===== src/rtl/shift_pkg.sv =====
// Shared encodings for the multi-cycle shift engine: operation codes and FSM states.
package shift_pkg;

    localparam logic [1:0] OP_SLL = 2'b00;
    localparam logic [1:0] OP_SRL = 2'b01;
    localparam logic [1:0] OP_SRA = 2'b10;
    localparam logic [1:0] OP_ROL = 2'b11;

    typedef enum logic [1:0] {
        S_IDLE  = 2'b00,
        S_SHIFT = 2'b01,
        S_DONE  = 2'b10
    } state_t;

endpackage


===== src/rtl/shift_step.sv =====
// One combinational shift stage: moves the operand by k bits (k <= STEP) for the selected op.
module shift_step
    import shift_pkg::*;
#(
    parameter int WIDTH = 64,
    parameter int STEP  = 4,
    localparam int KW   = $clog2(STEP) + 1
)
(
    input  logic [WIDTH-1:0] data,
    input  logic [1:0]       op,
    input  logic [KW-1:0]    k,
    output logic [WIDTH-1:0] result
);

    logic [2*WIDTH-1:0] doubled;

    // Rotating a doubled copy and keeping the upper half gives ROL without a WIDTH-k term.
    always_comb begin
        doubled = {data, data} << k;
        case (op)
            OP_SLL:  result = data << k;
            OP_SRL:  result = data >> k;
            OP_SRA:  result = $signed(data) >>> k;
            default: result = doubled[2*WIDTH-1:WIDTH];
        endcase
    end

endmodule


===== src/rtl/shift_unit_seq.sv =====
// Multi-cycle shifter with valid/ready handshakes; each SHIFT cycle moves the data by up to STEP bits.
module shift_unit_seq
    import shift_pkg::*;
#(
    parameter int WIDTH    = 64,
    parameter int STEP     = 4,
    localparam int SHAMT_W = $clog2(WIDTH)
)
(
    input  logic               clk,
    input  logic               reset_n,
    input  logic               in_valid,
    output logic               in_ready,
    input  logic [1:0]         op,
    input  logic [SHAMT_W-1:0] shamt,
    input  logic [WIDTH-1:0]   din,
    input  logic               flush,
    output logic               out_valid,
    input  logic               out_ready,
    output logic [WIDTH-1:0]   dout
);

    localparam int KW = $clog2(STEP) + 1;
    // When STEP == WIDTH the clamp is WIDTH-1, which already covers every legal remaining count.
    localparam logic [SHAMT_W-1:0] STEP_S = (STEP >= WIDTH) ? {SHAMT_W{1'b1}} : SHAMT_W'(STEP);

    state_t               state_q, state_d;
    logic [WIDTH-1:0]     data_q, data_d;
    logic [1:0]           op_q, op_d;
    logic [SHAMT_W-1:0]   rem_q, rem_d;
    logic [SHAMT_W-1:0]   k_s;
    logic [KW-1:0]        k;
    logic [WIDTH-1:0]     step_out;

    assign k_s = (rem_q > STEP_S) ? STEP_S : rem_q;
    assign k   = KW'(k_s);

    shift_step #(
        .WIDTH (WIDTH),
        .STEP  (STEP)
    ) u_step (
        .data   (data_q),
        .op     (op_q),
        .k      (k),
        .result (step_out)
    );

    always_ff @(posedge clk or negedge reset_n) begin
        if (!reset_n) begin
            state_q <= S_IDLE;
            data_q  <= '0;
            op_q    <= OP_SLL;
            rem_q   <= '0;
        end else begin
            state_q <= state_d;
            data_q  <= data_d;
            op_q    <= op_d;
            rem_q   <= rem_d;
        end
    end

    // flush wins over both accept and out_ready, so it is decoded ahead of the state case.
    always_comb begin
        state_d = state_q;
        data_d  = data_q;
        op_d    = op_q;
        rem_d   = rem_q;
        if (flush) begin
            state_d = S_IDLE;
            rem_d   = '0;
        end else begin
            case (state_q)
                S_IDLE: begin
                    if (in_valid) begin
                        data_d  = din;
                        op_d    = op;
                        rem_d   = shamt;
                        state_d = (shamt == '0) ? S_DONE : S_SHIFT;
                    end
                end
                S_SHIFT: begin
                    data_d = step_out;
                    rem_d  = rem_q - k_s;
                    if (rem_q == k_s) begin
                        state_d = S_DONE;
                    end
                end
                S_DONE: begin
                    if (out_ready) begin
                        state_d = S_IDLE;
                    end
                end
                default: state_d = S_IDLE;
            endcase
        end
    end

    assign in_ready  = (state_q == S_IDLE);
    assign out_valid = (state_q == S_DONE);
    assign dout      = data_q;

endmodule


===== config.mk =====
export PLATFORM = sky130hd
export DESIGN_NAME = shift_unit_seq
export DESIGN_NICKNAME = d
export VERILOG_FILES = /design/src/rtl/shift_pkg.sv /design/src/rtl/shift_step.sv /design/src/rtl/shift_unit_seq.sv
export SDC_FILE = /design/constraint.sdc
export NUM_CORES = 1
export LEC_CHECK = 0
export ABC_CLOCK_PERIOD_IN_PS = 2400
export CELL_PAD_IN_SITES_DETAIL_PLACEMENT = 1
export CELL_PAD_IN_SITES_GLOBAL_PLACEMENT = 2
export CORE_ASPECT_RATIO = 1.4
export CORE_MARGIN = 3
export CORE_UTILIZATION = 30
export CTS_CLUSTER_SIZE = 30
export DETAILED_ROUTE_END_ITERATION = 12
export PLACE_DENSITY_LB_ADDON = 0.25
export SLEW_MARGIN = 20
export SYNTH_ARGS = -nofsm -noshare
export SYNTH_HDL_FRONTEND = slang
export SYNTH_SLANG_ARGS = --single-unit
export TNS_END_PERCENT = 10

===== constraint.sdc =====
create_clock -name clk -period 2.4 [get_ports clk]
set_clock_uncertainty 0.05 [all_clocks]
set_input_delay 0.48 -clock clk [delete_from_list [all_inputs] [get_ports clk]]
set_output_delay 0.48 -clock clk [all_outputs]
set_load 0.005 [all_outputs]

==> summary.md <==
| Metric | Value |
|---|---|
| Outcome | `completed` |
| Layout net count | `1260` |
| Slew at the pin closest to its max-slew limit | `between 0.7 and 0.8 ns` |
| Cell row count | `72` |
| CTS root buf | `clkbuf_16` |
| TritonCTS clock tree | `yes` |
| Slew HR | `about half` |
| Antenna violations before repair | `0` |
| Final worst slack | `around 0.072 ns` |
| VDD IR max | `0.000482 V` |
| Reg2Reg Depth | `5` |
| DR WL/cell | `between 20 and 30 um` |
| Die height | `approximately 210 um` |
| Die footprint | `about 30000 um2` |
| DP Worst Slack | `-0.0404 ns` |
| Commonest cells in the netlist | `nand2_1, a21oi_1, nor2_1` |
| Worst-path maximum fanout | `15` |
| First-pass GRT wire length | `62.1 mm` |
| Critical Path End Type | `flop` |
| Clk slew on worst S/H paths | `0.06 ns` |
| Hold Crit Class | `primary input to asynchronous set/reset pin` |
| Post-Route WL | `around 40 mm` |
| Number of global-route vias before repair | `10200` |
| Sequential fraction of the synthesis area | `21.6%` |
| Leakage power | `4.39 nW` |
| PwrDens | `about 1100 nW/um2` |
| Total grt overflow | `0` |
| ANT nets after route | `0` |
| Seq cells post-synth | `74` |
| Period utilization | `97.0%` |
| Number of flops mapped to enable cells by yosys | `0` |
| Avg Vias per Cell | `6.13` |
| Max-cap violations | `0` |
| Setup violators final | `0` |
| Clk buf depth | `2` |
| Worst skew pair latency | `0.37 ns` |
| DR pass1 iterations | `5` |
| P&R area growth vs syn | `33.8%` |
| Post-Syn Area | `8590 um2` |
| Largest net degree at the start of global routing | `66` |
| Top-Level Pins | `143` |
| Mean Syn Cell Area | `8.33 um2` |
| Peak Freq | `430 MHz` |
| Post-DP HPWL | `29.0 mm` |
| Die width | `about 150 um` |
| Ys async rst share | `100%` |
| Worst setup SP type | `flop` |
| Starting Density | `30.8%` |
| Worst path arrival time | `2.51 ns` |
| Final-report max-slew violation count | `0` |
| Initial DRC Count | `592` |
| Vias | `9542` |
| Syn Inst Count | `1032` |
| Post-route DRC | `0` |
| Core ar. | `27900 um2` |
| Diode count | `0` |
| Final min period | `around 2.3 ns` |
| Post-synthesis net count | `1110` |
| Gp weighted congestion | `0.914` |
| CTS Sinks | `74` |
| Clock buffer count from CTS | `9` |
| CP Class | `flop to flop` |
| Area leader, netlist | `dfrtp_1` |
| Fillers | `3278` |
| Final hold violations | `0` |
| Synth unique cells | `between 60 and 70` |
| Critical Path RT | `2.58 ns` |
| H-Tree Depth | `3` |
| Top cells by area, synth | `dfrtp_1, mux4_2, a21oi_1` |
| Total track usage | `between 20% and 30%` |
| Most frequent cell after synthesis | `nand2_1` |
| IO Port Bufs | `142` |
| Ys flop type | `dfrtp_1` |
| Layout cells sized above 1 | `22.7%` |
| Ys Warns | `0` |
| Pwr Total | `12.2 mW` |
| Share of the synthesized area in the top cell type | `21.6%` |
| RSZ-0062 raised after global routing | `true` |
layer usage:
layer  global-route usage [%]  routed length, um  vias to the layer above
li1                         -                  -                     4194
met4                     11.1               1550                        0
met1                     32.1              16200                     4897
met5                        0                  0                        -
met2                     46.6              20700                      364
met3                     2.74               1960                       87
layout make-up:
class                      count  area, um2  area share, %
clock buffer                  11        243           2.11
clock inverter                 5       77.6          0.675
inverter                      22       82.6          0.718
multi-input combinational    794       6070           52.8
sequential                    74       1860           16.2
tap                          370        463           4.03
timing repair buffer         281       2700           23.5
path summary, 6_finish.rpt:
| path | startpoint | endpoint | slack, ns |
|---|---|---|---|
| hold / removal | reset_n | dout[5] | 0.51 |
| hold reg to reg | state_q[1] | state_q[0] | 0.57 |
| min in group clk | state_q[1] | state_q[0] | 0.57 |
| setup / recovery | rem_q[0] | dout[36] | 0.07 |
| setup reg to reg | rem_q[0] | dout[36] | 0.07 |
| max in group asynchronous | reset_n | dout[51] | 1.10 |
kinds of logic (layout without fill, tap and decap cells):
| kind of cell | count (synthesis) | after routing | synth area share, % |
|---|---|---|---|
| muxes | 123 | 123 | 27.2 |
| and+or+nand+nor | 357 | 357 | 19.0 |
| buffers and inverters | 164 | 319 | 8.56 |
| DFF | 74 | 74 | 21.6 |
| adders and majority gates | 1 | 1 | 0.146 |
| other | 1 | 1 | 0.0436 |
| xor gates and xnor gates | 3 | 3 | 0.612 |
| AOI/OAI and AO/OA | 309 | 309 | 22.9 |
placed cells by master (no fill, tap or decap), types with 4 or more instances in the layout:
cell and n:
a2111oi_0 4, a211oi_1 19, a21oi_1 101, a221o_1 12, a22oi_1 9, a311oi_1 5, a31oi_1 32, and3_1 20
buf_12 18, buf_4 118, clkbuf_16 9, clkdlybuf4s50_1 141, dfrtp_1 72, inv_1 22, mux2_2 18, mux2i_1 21
mux4_1 8, mux4_2 76, nand2_1 123, nand3_1 47, nand4_1 4, nor2_1 89, nor2b_1 15, nor3_1 28
nor4_1 4, o211ai_1 9, o21ai_0 57, o221ai_1 5, o22ai_1 11, o31ai_1 7, or3_1 4
flip-flops by register name, indices dropped and copies added, names as in the netlist:
signal,flops
state_q,2
op_q,2
rem_q,6
dout,64
power by group:
group / total (mW) / switching [mW] / internal [mW]
sequential: 2.73 / 1.07 / 1.66
clock: 1.57 / 0.634 / 0.938
combinational: 7.92 / 3.93 / 3.98
total: 12.2 / 5.64 / 6.58
timing repair:
item                                    in CTS  in global routing
pin swaps                                    0                  1
endpoints found under the setup margin       2                  3
gates resized for setup                      3                  5
endpoints found under the hold margin       18                  0
gates cloned                                 0                  1
hold buffers                                 1                  0
setup buffers                                0                  3
critical path, stage by stage (launching register included):
cell,delay [ns]
dfrtp_4,0.48
buf_12,0.18
buf_4,0.14
mux4_2,0.48
mux4_2,0.51
a221o_1,0.35
stage by stage:
stage	setup TNS [ns]	std cells	hold slack [ns]	util, %	area (um2)
floorplan	0	1032	0.134	-	8610
global route	-0.0694	1557	0.553	41.2	11500
finish	0	1557	0.508	41.2	11500
detailed placement	-0.0798	1536	0.353	39.8	11100
CTS	0	1553	0.509	41.0	11400
global placement	0	1536	0.353	39.8	11100
Note: power is estimated with default switching activity, not from simulation.
